==> src/rtl/gas_alarm_controller_pkg.sv <==
// Shared definitions for the gas detector chain: state encoding and level width.
// Latency: none, declarations only.
// Backpressure: not applicable.
package gas_alarm_controller_pkg;

    localparam int GAS_W = 3;

    typedef enum logic [1:0] {
        ST_IDLE    = 2'b00,
        ST_WARN    = 2'b01,
        ST_ALARM   = 2'b10,
        ST_LATCHED = 2'b11
    } state_t;

endpackage

==> src/rtl/gas_alarm_controller_debounce.sv <==
// Saturating consecutive-edge counter; hit flags the edge that completes THRESH qualifying edges.
// Latency: hit is combinational from cond and the registered count.
// Backpressure: none, it samples every edge.
module gas_debounce_counter #(
    parameter int THRESH = 4
) (
    input  logic clk,
    input  logic arst,
    input  logic cond,
    input  logic clr,
    output logic hit
);

    localparam int CW = $clog2(THRESH + 1);
    localparam logic [CW-1:0] LAST = CW'(THRESH - 1);
    localparam logic [CW-1:0] MAX  = CW'(THRESH);

    logic [CW-1:0] cnt;

    always_ff @(posedge clk or posedge arst) begin
        if (arst) begin
            cnt <= '0;
        end else if (clr || !cond) begin
            cnt <= '0;
        end else if (cnt != MAX) begin
            cnt <= cnt + 1'b1;
        end
    end

    // Saturated count still reports hit so a held condition keeps qualifying.
    assign hit = cond && (cnt >= LAST);

endmodule

==> src/rtl/gas_alarm_controller.sv <==
// Debounced gas escalation FSM driving fan, shut-off valve and pulsed siren.
// Latency: outputs registered on the same edge as the state change.
// Backpressure: none, inputs are sampled every edge.
module gas_alarm_controller
    import gas_alarm_controller_pkg::*;
#(
    parameter int WARN_LVL   = 2,
    parameter int ALARM_LVL  = 5,
    parameter int HOLD_CYC   = 4,
    parameter int CLEAR_CYC  = 8,
    parameter int BLINK_HALF = 3
) (
    input  logic             clk,
    input  logic             arst,
    input  logic [GAS_W-1:0] gas_level,
    input  logic             ack,
    output logic             fan_on,
    output logic             valve_close,
    output logic             siren,
    output logic [1:0]       state_o
);

    localparam logic [GAS_W-1:0] WARN_TH  = GAS_W'(WARN_LVL);
    localparam logic [GAS_W-1:0] ALARM_TH = GAS_W'(ALARM_LVL);
    localparam int BW = $clog2(BLINK_HALF + 1);
    localparam logic [BW-1:0] BLINK_LAST = BW'(BLINK_HALF - 1);

    state_t        state;
    state_t        nxt;
    logic          hi, wq, lo;
    logic          alarm_hit, warn_hit, clear_hit;
    logic          clr;
    logic          mute;
    logic          phase;
    logic [BW-1:0] blink;
    logic          blink_wrap;
    logic          phase_nxt;
    logic          mute_nxt;

    assign hi = gas_level >= ALARM_TH;
    assign wq = gas_level >= WARN_TH;
    assign lo = !wq;

    // Any state change restarts all three debounce runs.
    assign clr = (nxt != state);

    gas_debounce_counter #(.THRESH(HOLD_CYC)) u_alarm_cnt (
        .clk  (clk),
        .arst (arst),
        .cond (hi),
        .clr  (clr),
        .hit  (alarm_hit)
    );

    gas_debounce_counter #(.THRESH(HOLD_CYC)) u_warn_cnt (
        .clk  (clk),
        .arst (arst),
        .cond (wq),
        .clr  (clr),
        .hit  (warn_hit)
    );

    gas_debounce_counter #(.THRESH(CLEAR_CYC)) u_clear_cnt (
        .clk  (clk),
        .arst (arst),
        .cond (lo),
        .clr  (clr),
        .hit  (clear_hit)
    );

    always_comb begin
        nxt = state;
        case (state)
            ST_IDLE: begin
                if (alarm_hit)     nxt = ST_ALARM;
                else if (warn_hit) nxt = ST_WARN;
            end
            ST_WARN: begin
                if (alarm_hit)      nxt = ST_ALARM;
                else if (clear_hit) nxt = ST_IDLE;
            end
            ST_ALARM: begin
                if (clear_hit) nxt = ST_LATCHED;
            end
            ST_LATCHED: begin
                if (alarm_hit)      nxt = ST_ALARM;
                else if (ack && lo) nxt = ST_IDLE;
            end
            default: nxt = ST_IDLE;
        endcase
    end

    assign blink_wrap = (blink == BLINK_LAST);
    assign phase_nxt  = blink_wrap ? ~phase : phase;
    assign mute_nxt   = mute | ack;

    always_ff @(posedge clk or posedge arst) begin
        if (arst) begin
            state       <= ST_IDLE;
            fan_on      <= 1'b0;
            valve_close <= 1'b0;
            siren       <= 1'b0;
            mute        <= 1'b0;
            phase       <= 1'b0;
            blink       <= '0;
        end else begin
            state       <= nxt;
            fan_on      <= (nxt != ST_IDLE);
            valve_close <= (nxt == ST_ALARM) || (nxt == ST_LATCHED);
            if (nxt == ST_ALARM && state != ST_ALARM) begin
                // Fresh alarm: siren sounds immediately, any earlier mute is dropped.
                mute  <= 1'b0;
                phase <= 1'b1;
                blink <= '0;
                siren <= 1'b1;
            end else if (nxt == ST_ALARM) begin
                mute  <= mute_nxt;
                phase <= phase_nxt;
                blink <= blink_wrap ? '0 : blink + 1'b1;
                siren <= phase_nxt & ~mute_nxt;
            end else begin
                phase <= 1'b0;
                blink <= '0;
                siren <= 1'b0;
            end
        end
    end

    assign state_o = state;

endmodule

==> config.mk <==
export PLATFORM = sky130hd
export DESIGN_NAME = gas_alarm_controller
export DESIGN_NICKNAME = d
export VERILOG_FILES = /design/src/rtl/gas_alarm_controller_pkg.sv /design/src/rtl/gas_alarm_controller_debounce.sv /design/src/rtl/gas_alarm_controller.sv
export SDC_FILE = /design/constraint.sdc
export NUM_CORES = 1
export LEC_CHECK = 0
export BUFFER_PORTS_ARGS = -buffer_cell sky130_fd_sc_hd__buf_2
export CAP_MARGIN = 10
export CORE_AREA = 4 4 56 58
export CTS_CLUSTER_DIAMETER = 30
export DETAILED_ROUTE_END_ITERATION = 10
export DIE_AREA = 0 0 60 62
export PLACE_DENSITY = 0.68
export SLEW_MARGIN = 30
export SYNTH_ARGS = -nofsm -noshare
export SYNTH_HDL_FRONTEND = slang
export SYNTH_SLANG_ARGS = --single-unit
export TNS_END_PERCENT = 100
==> constraint.sdc <==
create_clock -name clk -period 4 [get_ports clk]
set_input_delay 0.8 -clock clk [delete_from_list [all_inputs] [get_ports clk]]
set_output_delay 0.8 -clock clk [all_outputs]
set_load 0.01 [all_outputs]
==> results.md <==
* FF+latch count, synth at 19
* Clock Root Buffer: clkbuf_4
* Register clock-pin slew on the reported worst setup and hold paths at 110 ps
* Htree depth at 1
* Most common cell after layout, fill and taps aside: dfrtp_1
* Leakage at 0.5834 nW
* CTS sink count at 19
* Post-synthesis adder-cell area fraction at 8.850%
* Hold EP: blink[0]$_DFF_PP0_
* Area delta synth->final at 9.181%
* Crit path kind: flip-flop to flip-flop
* Grt total ovfl at 0
* Fillers at 262
* RR Startpoint: u_alarm_cnt.cnt[0]$_DFFE_PP0P_
* Final hold violation count at 0
* Post-CTS Hold Fix Bufs at 0
* FMAX at 0.4459 GHz
* Hold path start: blink[0]$_DFF_PP0_
* Clk_lat worst skew at 300 ps
* Initial Utilization at 42.48%
* Port bufs at 10
* Routability congestion estimate at 0.7842
* Share of the yosys chip area belonging to registers at 42.04%
* Hpwl dp at 1.518 mm
* Total core area at 0.002663 sq mm
* All-Layer GR Usage at 12.43%
* Post-Synthesis Cells at 106
* Ys flop type: dfrtp_1
* Cts repair resizes at 0
* Die area at 0.003720 sq mm
* Final Skew at 4.696 ps
* Chip width at 60 um
* First-pass GRT wire length at 3.429 mm
* Top cells by area, synth: dfrtp_1, ha_1, inv_1
* DRT Wirelength at 1.969 mm
* # rows at 19
* Status: completed
* Final period utilization at 56.07%
* Mux contribution to synthesized area at 1.881%
* # diodes at 0
* Post-DR vias/cell at 5.273
* Netlist cell types at 38
* Largest net degree at the start of global routing at 20
* Post-Synth XOR/XNOR Area at 3.872%
* Largest area contributor in the netlist: dfrtp_1
* Initial antenna violation count at 0
* CTS tree: built
* CTS Buffer Depth at 2
* Setup TNS at 0 ps
* Most frequent cells in the layout: dfrtp_1, inv_1, buf_2
* Cell area power density at 576.2 mW/mm^2
* Tmin final at 2243 ps
* Synth Area in Simple Gates at 16.26%
* Proportion of layout cells with a drive suffix above 1 at 23.53%
* DIE HEIGHT at 62 um
* R2R depth at 7
* Routed vias at 791
* Worst Tran Pin Value at 711.2 ps
* Final Setup Violations at 0
* Fin nets at 134
* CP max FO at 5
* Cell area after synthesis at 0.001131 sq mm
* Reg2Reg Capture Point: u_clear_cnt.cnt[3]$_DFFE_PP0P_
* Largest family of logic cells by synthesized area: compound AO/OA/AOI/OAI gates
* 1st-pass router iterations at 2
* R2r setup slk at 1760 ps
* Mean routed wirelength per cell at 13.13 um
* Initial drt markers at 13
* WP data required at 4200 ps
* Worst EP arrival at 2440 ps
* Unrepaired setup endpoints after global routing: no
* Crit start category: flip-flop
* Residual DRC at 0
* Synth Net Count at 120
* Antenna-violating nets left at 0
* Design area at 0.001235 sq mm
* Complex-gate fraction of the synthesized area at 22.12%
* Synth warnings at 0
* Vias in the first global route at 796
* Worst slew margin at 52.54%
* Hold Crit Class: flip-flop to flip-flop
* Synth top area share at 42.04%
* # IOs at 11
* Async SR Flop Fraction at 100.0%
* Worst hold stages at 1
* Max-slew violations at 0
* # Max-Cap Violations at 0
* Num CTS Buffers at 3
* Synthesized area per cell at 10.67 sq um
* Post-CTS Setup Inserts at 0
* Layout Utilization at 46.38%
* Post-synth EDFFs at 0
* Placed cell areas at 0.001209 sq mm
* VDD IR max at 0.0003196 V
* Setup crit end kind: flip-flop
==> metal layers <==
layer / wire (um) / share of wire [%] / GRT usage (%) / vias up
met5: 0 / 0 / 0 / -
met4: 39 / 2.0 / 6.646 / 0
met3: 57 / 2.9 / 2.479 / 5
met2: 1000 / 51 / 22.53 / 8
met1: 871 / 44 / 13.68 / 387
li1: - / - / - / 391
==> cell type report <==
cell class / instances / area [sq um] / share of cell area, %
timing repair buffer: 10 / 50.05 / 4.053
clock buffer: 4 / 26.28 / 2.128
sequential: 19 / 475.5 / 38.50
tap: 31 / 38.79 / 3.141
inverter: 12 / 45.04 / 3.647
multi-input combinational: 74 / 599.3 / 48.53
==> per-stage QoR <==
stage	cells	power (W)	worst slack, ps	hold WS (ps)
finish	150	0.0007116	1757	441.1
global route	150	0.0007757	1629	495.2
CTS	150	0.0007245	1744	444.4
detailed placement	146	0.0006208	1719	428.5
global placement	146	0.0006114	1788	429.9
floorplan	106	0.0005523	1933	414.0
==> power breakdown <==
part / switching (W) / total (W) / internal (W)
Sequential: 0.0000605 / 0.000307 / 0.000247
Clock: 0.0000595 / 0.0000984 / 0.0000389
Combinational: 0.000163 / 0.000306 / 0.000143
Total: 0.000283 / 0.000712 / 0.000429
==> synth_stat cells (all sizes together) (3+ instances only) <==
cell    count
a21oi       7
dfrtp      19
xnor2       4
nand3       3
nand2b      3
nand2       9
a211oi      3
inv        12
o21ai       3
ha          8
nor2        8
nor3        3
==> cell families after synthesis <==
kind of cell	after synthesis
adders and majority gates	8
DFF	19
AOI/OAI and AO/OA	26
muxes	2
and+or+nand+nor	33
xor gates and xnor gates	5
buffers and inverters	13
==> flip-flops by register name (all words and copies together), names as in the netlist <==
name             count
blink                2
fan_on               1
mute                 1
phase                1
siren                1
state_o              2
u_alarm_cnt.cnt      3
u_clear_cnt.cnt      4
u_warn_cnt.cnt       3
valve_close          1
==> worst max path at each step <==
stage | endpoint | cells past startpoint | from | slack, ps
global route | mute$_DFFE_PP0P_ | 7 | u_alarm_cnt.cnt[0]$_DFFE_PP0P_ | 1630
detailed placement | mute$_DFFE_PP0P_ | 6 | gas_level[1] | 1720
finish | u_clear_cnt.cnt[3]$_DFFE_PP0P_ | 7 | u_alarm_cnt.cnt[0]$_DFFE_PP0P_ | 1760
global placement | mute$_DFFE_PP0P_ | 6 | gas_level[1] | 1790
CTS | u_clear_cnt.cnt[3]$_DFFE_PP0P_ | 7 | u_alarm_cnt.cnt[0]$_DFFE_PP0P_ | 1740
floorplan | u_clear_cnt.cnt[0]$_DFFE_PP0P_ | 7 | u_alarm_cnt.cnt[0]$_DFFE_PP0P_ | 1930
==> worst max-delay path: stages, from the launching register on <==
cell and delay [ps]:
dfrtp_1 440, ha_1 220, ha_1 190, a211o_4 350
a2111oi_4 520, nor4b_1 120, a21oi_2 220, nor2_1 80
Power figures use the tool's default switching activity.
